--- config.mk ---
export PLATFORM = sky130hd
export DESIGN_NAME = sdram_fifo_sched
export DESIGN_NICKNAME = d
export VERILOG_FILES = /design/src/rtl/sdram_fifo_sched.sv
export SDC_FILE = /design/constraint.sdc
export NUM_CORES = 1
export LEC_CHECK = 0
export ABC_AREA = 1
export CAP_MARGIN = 5
export CORE_ASPECT_RATIO = 0.75
export CORE_MARGIN = 1
export CORE_UTILIZATION = 35
export CTS_CLUSTER_DIAMETER = 100
export DETAILED_ROUTE_END_ITERATION = 12
export GPL_TIMING_DRIVEN = 0
export PLACE_DENSITY_LB_ADDON = 0.3
export SYNTH_ARGS = -nofsm -noshare
export SYNTH_HDL_FRONTEND = slang
export SYNTH_SLANG_ARGS = --single-unit
--- constraint.sdc ---
create_clock -name sys_clk -period 2.8 [get_ports sys_clk]
set_clock_uncertainty 0.05 [all_clocks]
set_input_delay 0.56 -clock sys_clk [delete_from_list [all_inputs] [get_ports sys_clk]]
set_output_delay 0.56 -clock sys_clk [all_outputs]
set_load 0.05 [all_outputs]
--- src/rtl/sdram_fifo_sched.sv ---
// Burst request scheduler between the user write/read FIFOs and an SDRAM controller.
// Keeps one request outstanding, alternates directions on ties, and wraps linear burst addresses.
module sdram_fifo_sched #(
  parameter logic [23:0] WR_BASE     = 24'd0,
  parameter logic [23:0] WR_END      = 24'd1024,
  parameter logic [23:0] RD_BASE     = 24'd0,
  parameter logic [23:0] RD_END      = 24'd1024,
  parameter logic [9:0]  WR_BURST    = 10'd10,
  parameter logic [9:0]  RD_BURST    = 10'd10,
  parameter logic [9:0]  RD_FIFO_THR = 10'd10
) (
  input  logic        sys_clk,
  input  logic        sys_rst,
  input  logic        init_end,
  input  logic [9:0]  wr_fifo_cnt,
  input  logic [9:0]  rd_fifo_cnt,
  input  logic        read_valid,
  input  logic        addr_clr,
  output logic        sdram_wr_req,
  output logic [23:0] sdram_wr_addr,
  output logic [9:0]  wr_burst_len,
  input  logic        sdram_wr_ack,
  output logic        sdram_rd_req,
  output logic [23:0] sdram_rd_addr,
  output logic [9:0]  rd_burst_len,
  input  logic        sdram_rd_ack,
  output logic        sched_busy
);

  typedef enum logic [2:0] {IDLE, ARB, WR_REQ, WR_RUN, RD_REQ, RD_RUN} state_t;

  state_t      state_q;
  logic        wr_req_q, rd_req_q, busy_q;
  logic        last_wr_q, wr_seen_q;
  logic        wr_ack_q, rd_ack_q;
  logic [23:0] wr_addr_q, rd_addr_q;
  logic [23:0] wr_addr_d, rd_addr_d;
  logic        wr_ok, rd_ok, wr_done, rd_done, pick_wr;

  // The next burst must fit entirely below the region end, otherwise restart at base.
  function automatic logic [23:0] advance(input logic [23:0] addr, input logic [9:0] burst,
                                          input logic [23:0] base, input logic [23:0] end_addr);
    logic [24:0] nxt;
    nxt = {1'b0, addr} + {15'd0, burst};
    if (nxt + {15'd0, burst} > {1'b0, end_addr}) return base;
    return nxt[23:0];
  endfunction

  assign wr_addr_d = advance(wr_addr_q, WR_BURST, WR_BASE, WR_END);
  assign rd_addr_d = advance(rd_addr_q, RD_BURST, RD_BASE, RD_END);

  assign wr_ok   = init_end & (wr_fifo_cnt >= WR_BURST);
  assign rd_ok   = init_end & read_valid & wr_seen_q & (rd_fifo_cnt < RD_FIFO_THR);
  assign pick_wr = wr_ok & (~rd_ok | ~last_wr_q);
  assign wr_done = wr_ack_q & ~sdram_wr_ack;
  assign rd_done = rd_ack_q & ~sdram_rd_ack;

  // NOTE: every register here uses non-blocking assignment so all updates see pre-edge values.
  always_ff @(posedge sys_clk) begin
    if (sys_rst) begin
      state_q   <= IDLE;
      wr_req_q  <= 1'b0;
      rd_req_q  <= 1'b0;
      busy_q    <= 1'b0;
      last_wr_q <= 1'b0;
      wr_seen_q <= 1'b0;
      wr_ack_q  <= 1'b0;
      rd_ack_q  <= 1'b0;
      wr_addr_q <= WR_BASE;
      rd_addr_q <= RD_BASE;
    end else begin
      wr_ack_q <= sdram_wr_ack;
      rd_ack_q <= sdram_rd_ack;
      unique case (state_q)
        IDLE: begin
          if (addr_clr) begin
            wr_addr_q <= WR_BASE;
            rd_addr_q <= RD_BASE;
            wr_seen_q <= 1'b0;
          end
          if (init_end) state_q <= ARB;
        end
        ARB: begin
          // A clear takes the whole ARB cycle so no request goes out with a stale address.
          if (addr_clr) begin
            wr_addr_q <= WR_BASE;
            rd_addr_q <= RD_BASE;
            wr_seen_q <= 1'b0;
          end else if (pick_wr) begin
            state_q  <= WR_REQ;
            wr_req_q <= 1'b1;
            busy_q   <= 1'b1;
          end else if (rd_ok) begin
            state_q  <= RD_REQ;
            rd_req_q <= 1'b1;
            busy_q   <= 1'b1;
          end
        end
        WR_REQ: if (sdram_wr_ack) begin
          wr_req_q <= 1'b0;
          state_q  <= WR_RUN;
        end
        WR_RUN: if (wr_done) begin
          wr_addr_q <= wr_addr_d;
          last_wr_q <= 1'b1;
          wr_seen_q <= 1'b1;
          busy_q    <= 1'b0;
          state_q   <= ARB;
        end
        RD_REQ: if (sdram_rd_ack) begin
          rd_req_q <= 1'b0;
          state_q  <= RD_RUN;
        end
        RD_RUN: if (rd_done) begin
          rd_addr_q <= rd_addr_d;
          last_wr_q <= 1'b0;
          busy_q    <= 1'b0;
          state_q   <= ARB;
        end
        default: state_q <= IDLE;
      endcase
    end
  end

  assign sdram_wr_req  = wr_req_q;
  assign sdram_rd_req  = rd_req_q;
  assign sdram_wr_addr = wr_addr_q;
  assign sdram_rd_addr = rd_addr_q;
  assign sched_busy    = busy_q;
  assign wr_burst_len  = WR_BURST;
  assign rd_burst_len  = RD_BURST;

endmodule
## Word-level counts from Yosys, hierarchy flattened

Index checks and enable logic that the tools add are counted.
W data, S select, Z words.

- Bits in latches: 0
- Bits of input ports: 27
- Logic and storage cells: 99
- Flip-flop bits (word level): 58
- RAM bits: 0
- Memories: 0
- Bits in read-only memories: 0

- $lt $le $gt $ge: 4
- $mul: 0
- Multiplexer cells: 38
- Divide/modulo/power cells: 0
- Add/sub/neg operators: 4
- Shift-type cells: 0
- Reductions and logical operators: 15
- Bitwise logic cells: 12
- Eq/ne operators: 16

Operator list:

| cell | count |
|---|---|
| $mux W24 | 7 |
| $pmux W24 S2 | 2 |
| $add A24 B4 Y25 const B | 2 |
| $add A25 B4 Y25 const B | 2 |
| $gt A25 B11 Y1 const B | 2 |
| $mux W3 | 8 |
| $ne A2 B2 Y1 const B | 9 |
| $pmux W3 S6 | 1 |
| $mux W1 | 15 |
| $ge A10 B4 Y1 const B | 1 |
| $lt A10 B4 Y1 const B | 1 |
| $reduce_and A5 Y1 | 2 |
| $reduce_bool A2 Y1 | 5 |
| $reduce_and A3 Y1 | 3 |
| $pmux W1 S2 | 4 |
| $and A1 B1 Y1 | 7 |
| $reduce_and A7 Y1 | 1 |
| $eq A3 B2 Y1 const B | 2 |
| $eq A3 B3 Y1 const B | 2 |
| $not A1 Y1 | 4 |
| $reduce_and A4 Y1 | 1 |
| $eq A3 B1 Y1 const B | 1 |
| $logic_not A3 Y1 | 1 |
| $ne A3 B3 Y1 const B | 1 |
| 5 further kinds | 5 |

## Depth between registers and ports, before layout

- Depth in word-level cells: 9
- Depth in mapped cells: 20
- Gate-level depth less buffers: 20

## Least setup slack after synthesis

OpenSTA, ideal clock, no wires.

- Path kind: reg-to-reg
- From: register wr_addr_q[1], in the netlist sdram_wr_addr[1]
- To: register wr_addr_q[3], in the netlist sdram_wr_addr[3]
- Stages on the path, launching flop included: 18
- Slack: 122 ps
- Period minus slack after synthesis: 2678 ps
- Data arrival time: 2558 ps
- Cell sequence: dfxtp_1 ha_1 inv_1 nand2_2 nand2_1 nand2_1 nand2_1 nor2_1 nand2_1 nor2_4 nand3_4 nor2_2 nand2_1 nand2_1 nand3_2 nor2_4 nand4_1 a21oi_1

- Cells in the longest elaborated chain, start to end: 7

Ends and longest elaborated chain:

| item | line | text |
|---|---|---|
| start: declaration | 36 | `logic [23:0] wr_addr_q, rd_addr_q;` |
| start signal: assignment | 104 | `wr_addr_q <= wr_addr_d;` |
| $add A24 B4 Y25 (*) | 44 | `nxt = {1'b0, addr} + {15'd0, burst};` |
| $add A25 B4 Y25 | 45 | `if (nxt + {15'd0, burst} > {1'b0, end_addr}) return base;` |
| $gt A25 B11 Y1 | 45 |  |
| $mux W1 | 45 |  |
| $mux W24 (*) | 46 | `return nxt[23:0];` |
| $mux W24 (*) | 103 | `WR_RUN: if (wr_done) begin` |
| $pmux W24 S2 (*) | 74 | `unique case (state_q)` |

Mark *: on every way between the ends. The rest lies on a longest branch, timed or not. The select of a mux whose other input is x is not followed.
A chain may end at the register's enable or synchronous reset.

## Worst setup path after layout

- From: register wr_addr_q[1], in the netlist sdram_wr_addr[1]
- To: register wr_addr_q[6], in the netlist sdram_wr_addr[6]

The elaborated chain is that of the path after synthesis.

==> results.yml <==
clock_network:
  cts_root_buffer: "clkbuf_16"
  cts.sinks: 56
  htreeDepth: 2
  cts.path.max_buffers: 2
  clk-insertion-delay-late_ns: 0.30
  cts_tree: "built"
  clk_pin_slew_ns: 0.08
  cts_buffers: 5
  holdBufCountCts: 0
finish:
  utilization: 0.453
  diodes: 0
  area.growth.synth_to_final_pct: 25.7
  nNetsFinal: 1090
  layout-drive-gt1-share: 0.186
floorplan:
  rows: 39
  ios: 98
  dieArea_um2: 16300
  die_h_um: 111
  start_util: 0.360
  die_w_um: 147
  core_area_um2: 15400
setup_path:
  rrSetupSlack_ns: 0.21
  path_cells: "ha_4 -> inv_1 -> nand2_4 -> nand3_4 -> nand2_1 -> nand2_2 -> nand3_1 -> nor2_4 -> nand3_4 -> nor2_4 -> nand2_1 -> nand2_1 -> nand3_1 -> nor2_4 -> buf_12 -> nand4_1 -> a21oi_2"
  cp.required_ns: 2.99
  path_buf_inv: 2
  startpoint_type: "flop"
  end_kind: "flop"
  crit_arrival_ns: 2.78
  crit_type: "flop to flop"
  cp_max_fo: 10
  cpLargestDelayFamily: "simple AND/OR/NAND/NOR gates"
  cp_slowest_stage_delay_ns: 0.39
  crit_slowest_cell: "dfxtp_4"
power:
  comb_power_share: 0.294
  internal_power_w: 0.00137
  p_sw_w: 0.000789
  powerDensity_nw_per_um2: 311
  clockPowerShare: 0.299
  total_power_w: 0.00216
  ir_worst_vdd_uv: 274
  p_leak_nw: 2.80
  swShare: 0.365
  seqPwrFrac: 0.407
grt:
  grt_overflow: 0
  grtUsageTotal: 0.190
  grt_pass1_wl_mm: 25.5
  grt_pass1_vias: 5187
  grt_start_max_net_pins: 18
  antenna_found_initial: 0
timing:
  finalWorstSetupSlack_ns: 0.208
  hold_ws_ns: 0.414
  setup_viol: 0
  post-route-period-util: 0.926
  clock.fmax_ghz: 0.386
  finalHoldViolations: 0
  period_needed_ns: 2.59
  relSlewSlack: 0.544
  slew_violations: 0
  worst_pin_slew_ns: 0.684
  rsz0062_at_grt: "true"
  timing.setup.tns_ns: 0
logic_synthesis:
  synth_top_area_frac: 0.203
  ys_seq_elements: 56
  async_flop_share: 0
  syn_inst: 952
  synth-edff-count: 0
  synth.most_common_cell: "nand2_1"
  synthTopCellsByCount: "nand2_1, nor2_1, inv_1"
  ys_top_cells_by_area: "nand2_1, dfxtp_1, nor2_1"
  yosys.cell_types.count: 41
  ys_seq_area_frac: 0.202
  yosys.area.top_type: "nand2_1"
  synth_warnings: 0
  avgSynthCellArea_um2: 5.82
  ys.flop_type: "dfxtp_1"
  synthesis.area_um2: 5540
flow_run:
  maxCapViolCount: 0
route:
  drt_iter0_drc: 398
  drc: 0
  vias_per_cell: 4.83
  first_pass_iters: 5
  wl_mm: 16.0
  vias: 6115
  wl_per_cell_um: 12.7
  final_antenna_net_count: 0
place:
  place_hpwl_mm: 12.6
  place_ws_ns: 0.0312
  io_buffer_count: 72
  gp_congestion: 0.891
min_path:
  worstHoldPathType: "flop to flop"
outcome:
  status: "completed"
-- path summary, 6_finish.rpt --
check	from	endpoint	cells after the start
worst min register to register	sdram_rd_req	sdram_rd_req	2
worst max register to register	sdram_wr_addr[1]	sdram_wr_addr[6]	17
worst min-delay path	sdram_rd_req	sdram_rd_req	2
worst max-delay path	sdram_wr_addr[1]	sdram_wr_addr[6]	17
-- timing repair --
action	in CTS	in global routing
hold endpoints to repair	0	0
setup buffers	0	6
gates cloned	0	2
resized for setup	1	51
setup endpoints to repair	4	20
pin swaps	0	14
-- state kept, by name, summed over array words and instances, names as in the netlist --
register and cells:
sdram_rd_addr 23, sdram_wr_addr 23, state_q 3, last_wr_q 1, rd_ack_q 1, sched_busy 1
sdram_rd_req 1, sdram_wr_req 1, wr_ack_q 1, wr_seen_q 1
-- kinds of logic (layout without fill, tap and decap cells) --
logic type      Yosys count  count (layout)  share of synthesized area
other cells               2              22                    0.00136
compound gates           63              63                     0.0614
buf+inv                 155             241                      0.132
simple gates            668             670                      0.587
xor+xnor                  4               4                    0.00632
flops                    56              56                      0.202
fa+ha+maj                 4               4                    0.00903
-- power by group through the flow --
stage / Combinational (W) / Clock [W] / Sequential, W
final: 0.000637 / 0.000646 / 0.000879
after CTS: 0.000634 / 0.000663 / 0.000877
after floorplan: 0.000398 / 0 / 0.000951
after detailed placement: 0.000633 / 0 / 0.000894
after global routing: 0.000703 / 0.000700 / 0.000885
after global placement: 0.000630 / 0 / 0.000894
-- layer usage --
metal / wire length (um) / global-route usage / vias up
met3: 749 / 0.0284 / 18
met5: 0 / 0 / -
met2: 6390 / 0.264 / 157
met1: 8670 / 0.302 / 2736
li1: - / - / 3204
met4: 195 / 0.0378 / 0
-- worst register-to-register path: stages (launching register included) --
cell and delay, ns:
dfxtp_4 0.39, ha_4 0.18, inv_1 0.09, nand2_4 0.08
nand3_4 0.12, nand2_1 0.09, nand2_2 0.10, nand3_1 0.12
nor2_4 0.18, nand3_4 0.13, nor2_4 0.20, nand2_1 0.07
nand2_1 0.06, nand3_1 0.12, nor2_4 0.15, buf_12 0.14
nand4_1 0.12, a21oi_2 0.14
-- placed cells by master, fill, tap and decap left out, types with 25 or more instances in the layout --
cell type | synthesis | routed
nor2_4 | 24 | 31
nand3_1 | 78 | 78
nand2_2 | 36 | 41
inv_1 | 104 | 104
nand4_1 | 35 | 35
nor2_2 | 20 | 25
nor2_1 | 116 | 106
buf_4 | 23 | 26
nand2_1 | 300 | 294
dfxtp_1 | 56 | 38
a21oi_1 | 34 | 32
nor3_1 | 32 | 32
clkdlybuf4s50_1 | 0 | 72
-- cell type report --
cell class                      instances  area (um^2)
Buffer                                 37          290
Clock buffer                            6          129
Clock inverter                          2         16.3
Fill cell                            1639         8410
Inverter                              118          445
Multi-Input combinational cell        763         3890
Sequential cell                        56         1150
Tap cell                              205          256
Timing Repair Buffer                   78          791
-- per-stage QoR --
step	cell area (um^2)	instances
global placement	6590	1249
global route	6960	1265
finish	6960	1265
detailed placement	6590	1249
floorplan	5620	972
CTS	6740	1257
Note: power is estimated with default switching activity, not from simulation.
